## config.mk

```make
export PLATFORM = sky130hd
export DESIGN_NAME = fetch_stage_flat
export DESIGN_NICKNAME = d
export VERILOG_FILES = /design/src/rtl/fetch_stage_if.sv /design/src/rtl/fetch_stage.sv /design/src/flat_wrapper.sv
export SDC_FILE = /design/constraint.sdc
export NUM_CORES = 1
export LEC_CHECK = 0
export BUFFER_PORTS_ARGS = -buffer_cell sky130_fd_sc_hd__clkbuf_2
export CAP_MARGIN = 10
export CORE_MARGIN = 8
export CORE_UTILIZATION = 51
export CTS_CLUSTER_SIZE = 14
export DETAILED_ROUTE_END_ITERATION = 16
export GPL_TIMING_DRIVEN = 0
export PLACE_DENSITY_LB_ADDON = 0.3
export SYNTH_ARGS = -nofsm -noshare
export SYNTH_HDL_FRONTEND = slang
export SYNTH_SLANG_ARGS = --single-unit
```

## constraint.sdc

```tcl
create_clock -name clk -period 9.3 [get_ports clk]
set_input_delay 2.79 -clock clk [delete_from_list [all_inputs] [get_ports clk]]
set_output_delay 2.79 -clock clk [all_outputs]
set_load 0.05 [all_outputs]
```

## src/rtl/fetch_stage_if.sv

```systemverilog
// Instruction-memory fetch handshake between fetch_stage and imem.
// Request/address go out, data/valid come back.
interface fetch_stage_if #(
  parameter int INST_WIDTH_IN_BIT = 32,
  parameter int ADDR_WIDTH        = 32
);
  logic                         imem_req;
  logic [ADDR_WIDTH-1:0]        imem_addr;
  logic [INST_WIDTH_IN_BIT-1:0] imem_rdata;
  logic                         imem_rvalid;

  modport master (
    output imem_req,
    output imem_addr,
    input  imem_rdata,
    input  imem_rvalid
  );

  modport slave (
    input  imem_req,
    input  imem_addr,
    output imem_rdata,
    output imem_rvalid
  );
endinterface

```

## src/rtl/fetch_stage.sv

```systemverilog
// Instruction fetch plus the three-deep instruction window
// (IF/ID, ID/EX, EX/MEM) feeding the hazard controller.
module fetch_stage #(
  parameter int INST_WIDTH_IN_BIT = 32,
  parameter int ADDR_WIDTH        = 32,
  parameter logic [ADDR_WIDTH-1:0] RESET_PC = '0,
  parameter logic [INST_WIDTH_IN_BIT-1:0] NOP_INST = 32'h0000_0013
) (
  input  logic                         clk,
  input  logic                         reset,
  input  logic                         stall_id_if_pl,
  input  logic                         stall_pc_increment,
  input  logic                         halt,
  input  logic                         redirect_valid,
  input  logic [ADDR_WIDTH-1:0]        redirect_pc,
  fetch_stage_if.master                imem,
  output logic [INST_WIDTH_IN_BIT-1:0] next_inst,
  output logic [INST_WIDTH_IN_BIT-1:0] curr_inst,
  output logic [INST_WIDTH_IN_BIT-1:0] prev_inst,
  output logic [ADDR_WIDTH-1:0]        if_pc,
  output logic [31:0]                  fetch_count
);

  typedef enum logic [1:0] {
    BOOT,
    RUN,
    HALTED
  } state_t;

  state_t state, state_nxt;

  logic [ADDR_WIDTH-1:0] pc;
  logic                  run;
  logic                  accept;
  logic [ADDR_WIDTH-1:0] target;

  always_comb begin
    state_nxt = state;
    unique case (state)
      BOOT:    state_nxt = halt ? HALTED : RUN;
      RUN:     state_nxt = halt ? HALTED : RUN;
      HALTED:  state_nxt = HALTED;
      default: state_nxt = BOOT;
    endcase
  end

  // halt wins over everything, so it gates the whole RUN datapath
  assign run    = (state == RUN) && !halt;
  assign accept = run && imem.imem_rvalid
               && !stall_pc_increment && !redirect_valid;
  assign target = {redirect_pc[ADDR_WIDTH-1:2], 2'b00};

  assign imem.imem_req  = (state == RUN);
  assign imem.imem_addr = pc;

  always_ff @(posedge clk or posedge reset) begin
    if (reset) begin
      state       <= BOOT;
      pc          <= RESET_PC;
      if_pc       <= RESET_PC;
      next_inst   <= NOP_INST;
      curr_inst   <= NOP_INST;
      prev_inst   <= NOP_INST;
      fetch_count <= '0;
    end else begin
      state <= state_nxt;
      if (run) begin
        prev_inst <= curr_inst;
        curr_inst <= stall_id_if_pl ? NOP_INST : next_inst;
        if (redirect_valid) begin
          next_inst <= NOP_INST;
          pc        <= target;
        end else begin
          if (accept)
            pc <= pc + ADDR_WIDTH'(4);
          if (!stall_id_if_pl) begin
            next_inst <= accept ? imem.imem_rdata : NOP_INST;
            if (accept)
              if_pc <= pc;
          end
        end
        if (accept)
          fetch_count <= fetch_count + 32'd1;
      end
    end
  end

endmodule

```

## src/flat_wrapper.sv

```systemverilog
// flat-port wrapper written by rule: the top's interface ports become plain ports
module fetch_stage_flat 
#(
  parameter int INST_WIDTH_IN_BIT = 32,
  parameter int ADDR_WIDTH        = 32,
  parameter logic [ADDR_WIDTH-1:0] RESET_PC = '0,
  parameter logic [INST_WIDTH_IN_BIT-1:0] NOP_INST = 32'h0000_0013
)
  (clk, reset, stall_id_if_pl, stall_pc_increment, halt, redirect_valid, redirect_pc, next_inst, curr_inst, prev_inst, if_pc, fetch_count, imem_imem_req, imem_imem_addr, imem_imem_rdata, imem_imem_rvalid);
  fetch_stage_if #(.INST_WIDTH_IN_BIT(INST_WIDTH_IN_BIT), .ADDR_WIDTH(ADDR_WIDTH)) imem_i ();
  input  logic clk;
  input  logic reset;
  input  logic stall_id_if_pl;
  input  logic stall_pc_increment;
  input  logic halt;
  input  logic redirect_valid;
  input  logic [ADDR_WIDTH-1:0] redirect_pc;
  output logic [INST_WIDTH_IN_BIT-1:0] next_inst;
  output logic [INST_WIDTH_IN_BIT-1:0] curr_inst;
  output logic [INST_WIDTH_IN_BIT-1:0] prev_inst;
  output logic [ADDR_WIDTH-1:0] if_pc;
  output logic [31:0] fetch_count;
  output wire logic [$bits(imem_i.imem_req)-1:0] imem_imem_req;
  output wire logic [$bits(imem_i.imem_addr)-1:0] imem_imem_addr;
  input wire logic [$bits(imem_i.imem_rdata)-1:0] imem_imem_rdata;
  input wire logic [$bits(imem_i.imem_rvalid)-1:0] imem_imem_rvalid;
  assign imem_imem_req = imem_i.imem_req;
  assign imem_imem_addr = imem_i.imem_addr;
  assign imem_i.imem_rdata = imem_imem_rdata;
  assign imem_i.imem_rvalid = imem_imem_rvalid;
  fetch_stage #(.INST_WIDTH_IN_BIT(INST_WIDTH_IN_BIT), .ADDR_WIDTH(ADDR_WIDTH), .RESET_PC(RESET_PC), .NOP_INST(NOP_INST)) u_core (.clk(clk), .reset(reset), .stall_id_if_pl(stall_id_if_pl), .stall_pc_increment(stall_pc_increment), .halt(halt), .redirect_valid(redirect_valid), .redirect_pc(redirect_pc), .imem(imem_i), .next_inst(next_inst), .curr_inst(curr_inst), .prev_inst(prev_inst), .if_pc(if_pc), .fetch_count(fetch_count));
endmodule
```

==> flow_summary.toml <==
[placed_design]
place_congestion = 0.912
dp_hpwl_um = 18300
io_buffers = 257

[critical_path]
startpoint_type = "input pin"
worst_setup_path_end_kind = "flip-flop"
ff2ff_path_depth = 6
crit_type = "in -> reg"
crit_required_ns = 9.66
cp_max_fo = 10
arrival_ns = 4.81

[synthesis]
synth_cells = 800
ys_dominant_reg_cell = "dfrtp_1"
synth_edf_count = 0
ys_ff_latch = 190
yosysSeqAreaShare_pct = 58.0
yosysWarningCount = 0
async_reset_ff_share_pct = 100
mappedNetlistArea_um2 = 8210
avgSynthCellArea_um2 = 10.3
yosysUniqueCellTypes = 57

[die]
die_w_um = 143
initial_core_util_pct = 51.9
placementRows = 46
ioPinCount = 264
dieArea_um2 = 20400
core_region_area_um2 = 15800
die_h_um = 143

[timing]
relSlewSlack_pct = 44.4
rsz0062_at_grt = "no"
slew_viol_final = 0
hold_viol_final = 0
hold_ws_ns = 0.461
skew_ns = 0.0127
fin_crit_ns = 4.45
finalSetupViolCount = 0
finalCritPeriodShare_pct = 47.9
fmax_mhz = 225
worstMarginPinSlew_ns = 0.828

[drt]
first_pass_iters = 5
wirelength_um = 24800
post_drt_wl_per_cell_um = 18.9
vias = 7259
viasPerCell = 5.55
ant_nets = 0
drt_iter0_markers = 597
drc = 0

[clock_tree]
hold_buffers = 0
numCtsBuffers = 17
cts.sinks = 190
cts-root-buf = "clkbuf_16"
ctsResizeCount = 0
clk_latency_ns = 0.43
cts_tree = "built"
cts.path.max_buffers = 2
htreeDepth = 4
cts_setup_buffers = 0
cts.clk_slew.worst_paths_ns = 0.07

[grt]
grt_max_degree = 117
grt_pass1_vias = 7223
antenna_found_initial = 0
grt_overflow = 0
grt_pass1_wl_um = 39000
gr-usage-all-layers_pct = 24.8

[cells_and_area]
syn2layout_area_growth_pct = 27.1
drive_gt1_share_pct = 31.5
nFillCells = 1293
num-nets-final = 1153
num_antenna_cells = 0

[pwr]
p_leak_nw = 5.44
power_mw = 2.01
p_per_area_nw_per_um2 = 193
ir_drop_v = 0.000121

[run]
max_cap_violations = 0

[hold_path]
hold_depth = 2
hp-class = "reg -> reg"

[status]
status = "finished, final reports clean"
-- cells in the mapped netlist (all sizes together), types with 2 or more instances --
| cell type | instances | area share [%] |
|---|---|---|
| nor2 | 38 | 1.7 |
| mux2i | 4 | 0.49 |
| o22ai | 5 | 0.38 |
| o22a | 5 | 0.53 |
| a22o | 29 | 3.1 |
| o21ai | 53 | 3.2 |
| xor2 | 14 | 1.5 |
| a21oi | 23 | 1.4 |
| nand2 | 190 | 8.7 |
| xnor2 | 17 | 1.8 |
| o21a | 4 | 0.37 |
| inv | 14 | 0.64 |
| dfrtp | 181 | 55 |
| nand4 | 14 | 1.1 |
| mux2 | 30 | 4.1 |
| ha | 2 | 0.30 |
| a31oi | 5 | 0.38 |
| and4 | 8 | 0.85 |
| o311ai | 3 | 0.32 |
| a22oi | 4 | 0.37 |
| nor3 | 17 | 1.2 |
| nand3 | 31 | 1.9 |
| a211oi | 3 | 0.27 |
| a2bb2oi | 2 | 0.21 |
| buf | 13 | 0.90 |
| o211ai | 2 | 0.18 |
| dfstp | 9 | 2.9 |
| nor3b | 2 | 0.38 |
| nor2b | 3 | 0.23 |
| clkbuf | 34 | 1.6 |
| and3 | 14 | 1.1 |
| a311oi | 4 | 0.43 |
| nor4 | 6 | 0.64 |
| or4 | 2 | 0.18 |
-- cell type report --
cell class	instances	area [um^2]	area share [%]
flip-flops and latches	190	4770	45.7
repair buffers	258	1310	12.6
clock inverters	9	159	1.52
multi-input cells	552	3200	30.7
inverters	14	60.1	0.576
plain buffers	47	201	1.93
clock buffers	21	460	4.41
well taps	216	270	2.59
-- stage by stage --
step	util [%]	area [um^2]	cells	setup TNS, ns	setup slack (ns)
floorplan	-	8220	803	0	1.35
global placement	61.8	9780	1276	-124.96	-0.705
detailed placement	62.0	9810	1277	0	4.37
CTS	65.9	10400	1307	0	4.81
global route	65.9	10400	1307	0	4.73
finish	65.9	10400	1307	0	4.85
-- power by group --
part	internal, mW	switching (mW)	total (mW)
clock	0.464	0.314	0.778
sequential	0.875	0.0601	0.935
combinational	0.0715	0.225	0.296
-- logic make-up (layout without fill, tap and decap cells) --
group	after synthesis	count (layout)	share of synthesized area, %
flops	190	190	58.0
xor+xnor	31	31	3.31
other cells	1	4	0.0457
compound gates	152	152	12.3
simple gates	329	329	18.3
buf+inv	61	349	3.09
mux	34	34	4.60
fa+ha+maj	2	2	0.305
-- final timing paths --
path,startpoint,endpoint,slack (ns)
setup reg to reg,u_core.imem.imem_addr[2],u_core.imem.imem_addr[16],6.79
hold / removal,u_core.prev_inst[4],u_core.prev_inst[4],0.46
max in group asynchronous,reset,u_core.next_inst[25],5.97
hold reg to reg,u_core.prev_inst[4],u_core.prev_inst[4],0.46
min in group asynchronous,reset,u_core.fetch_count[23],2.41
setup / recovery,halt,u_core.prev_inst[15],4.85
-- layer usage --
| layer | vias up | GRT usage [%] | part of all wire (%) |
|---|---|---|---|
| li1 | 3347 | - | - |
| met2 | 344 | 39.3 | 48 |
| met1 | 3514 | 31.1 | 40 |
| met5 | - | 0 | 0 |
| met3 | 54 | 7.68 | 9.5 |
| met4 | 0 | 9.90 | 2.5 |
-- cells in the final DEF (no fill, tap or decap), types with 17 or more instances in the layout --
master       n
clkbuf_2   257
nand2_1    190
dfrtp_1    181
o21ai_0     52
nor2_1      38
clkbuf_1    36
nand3_1     31
mux2_2      30
a22o_1      29
a21oi_1     22
xnor2_1     17
clkbuf_16   17
-- worst max-delay path, stage by stage --
cell	delay, ns
clkbuf_2	0.14
or3b_2	0.13
clkbuf_1	0.27
buf_4	0.26
clkbuf_1	0.50
clkbuf_1	0.50
nand2_1	0.13
nand2_1	0.10
-- flip-flops by register name, indices dropped and copies added (netlist names) --
name / flops
u_core.curr_inst: 32
u_core.fetch_count: 32
u_core.next_inst: 32
u_core.prev_inst: 32
u_core.if_pc: 30
u_core.imem.imem_addr: 30
u_core.state: 2
Power figures use the tool's default switching activity.
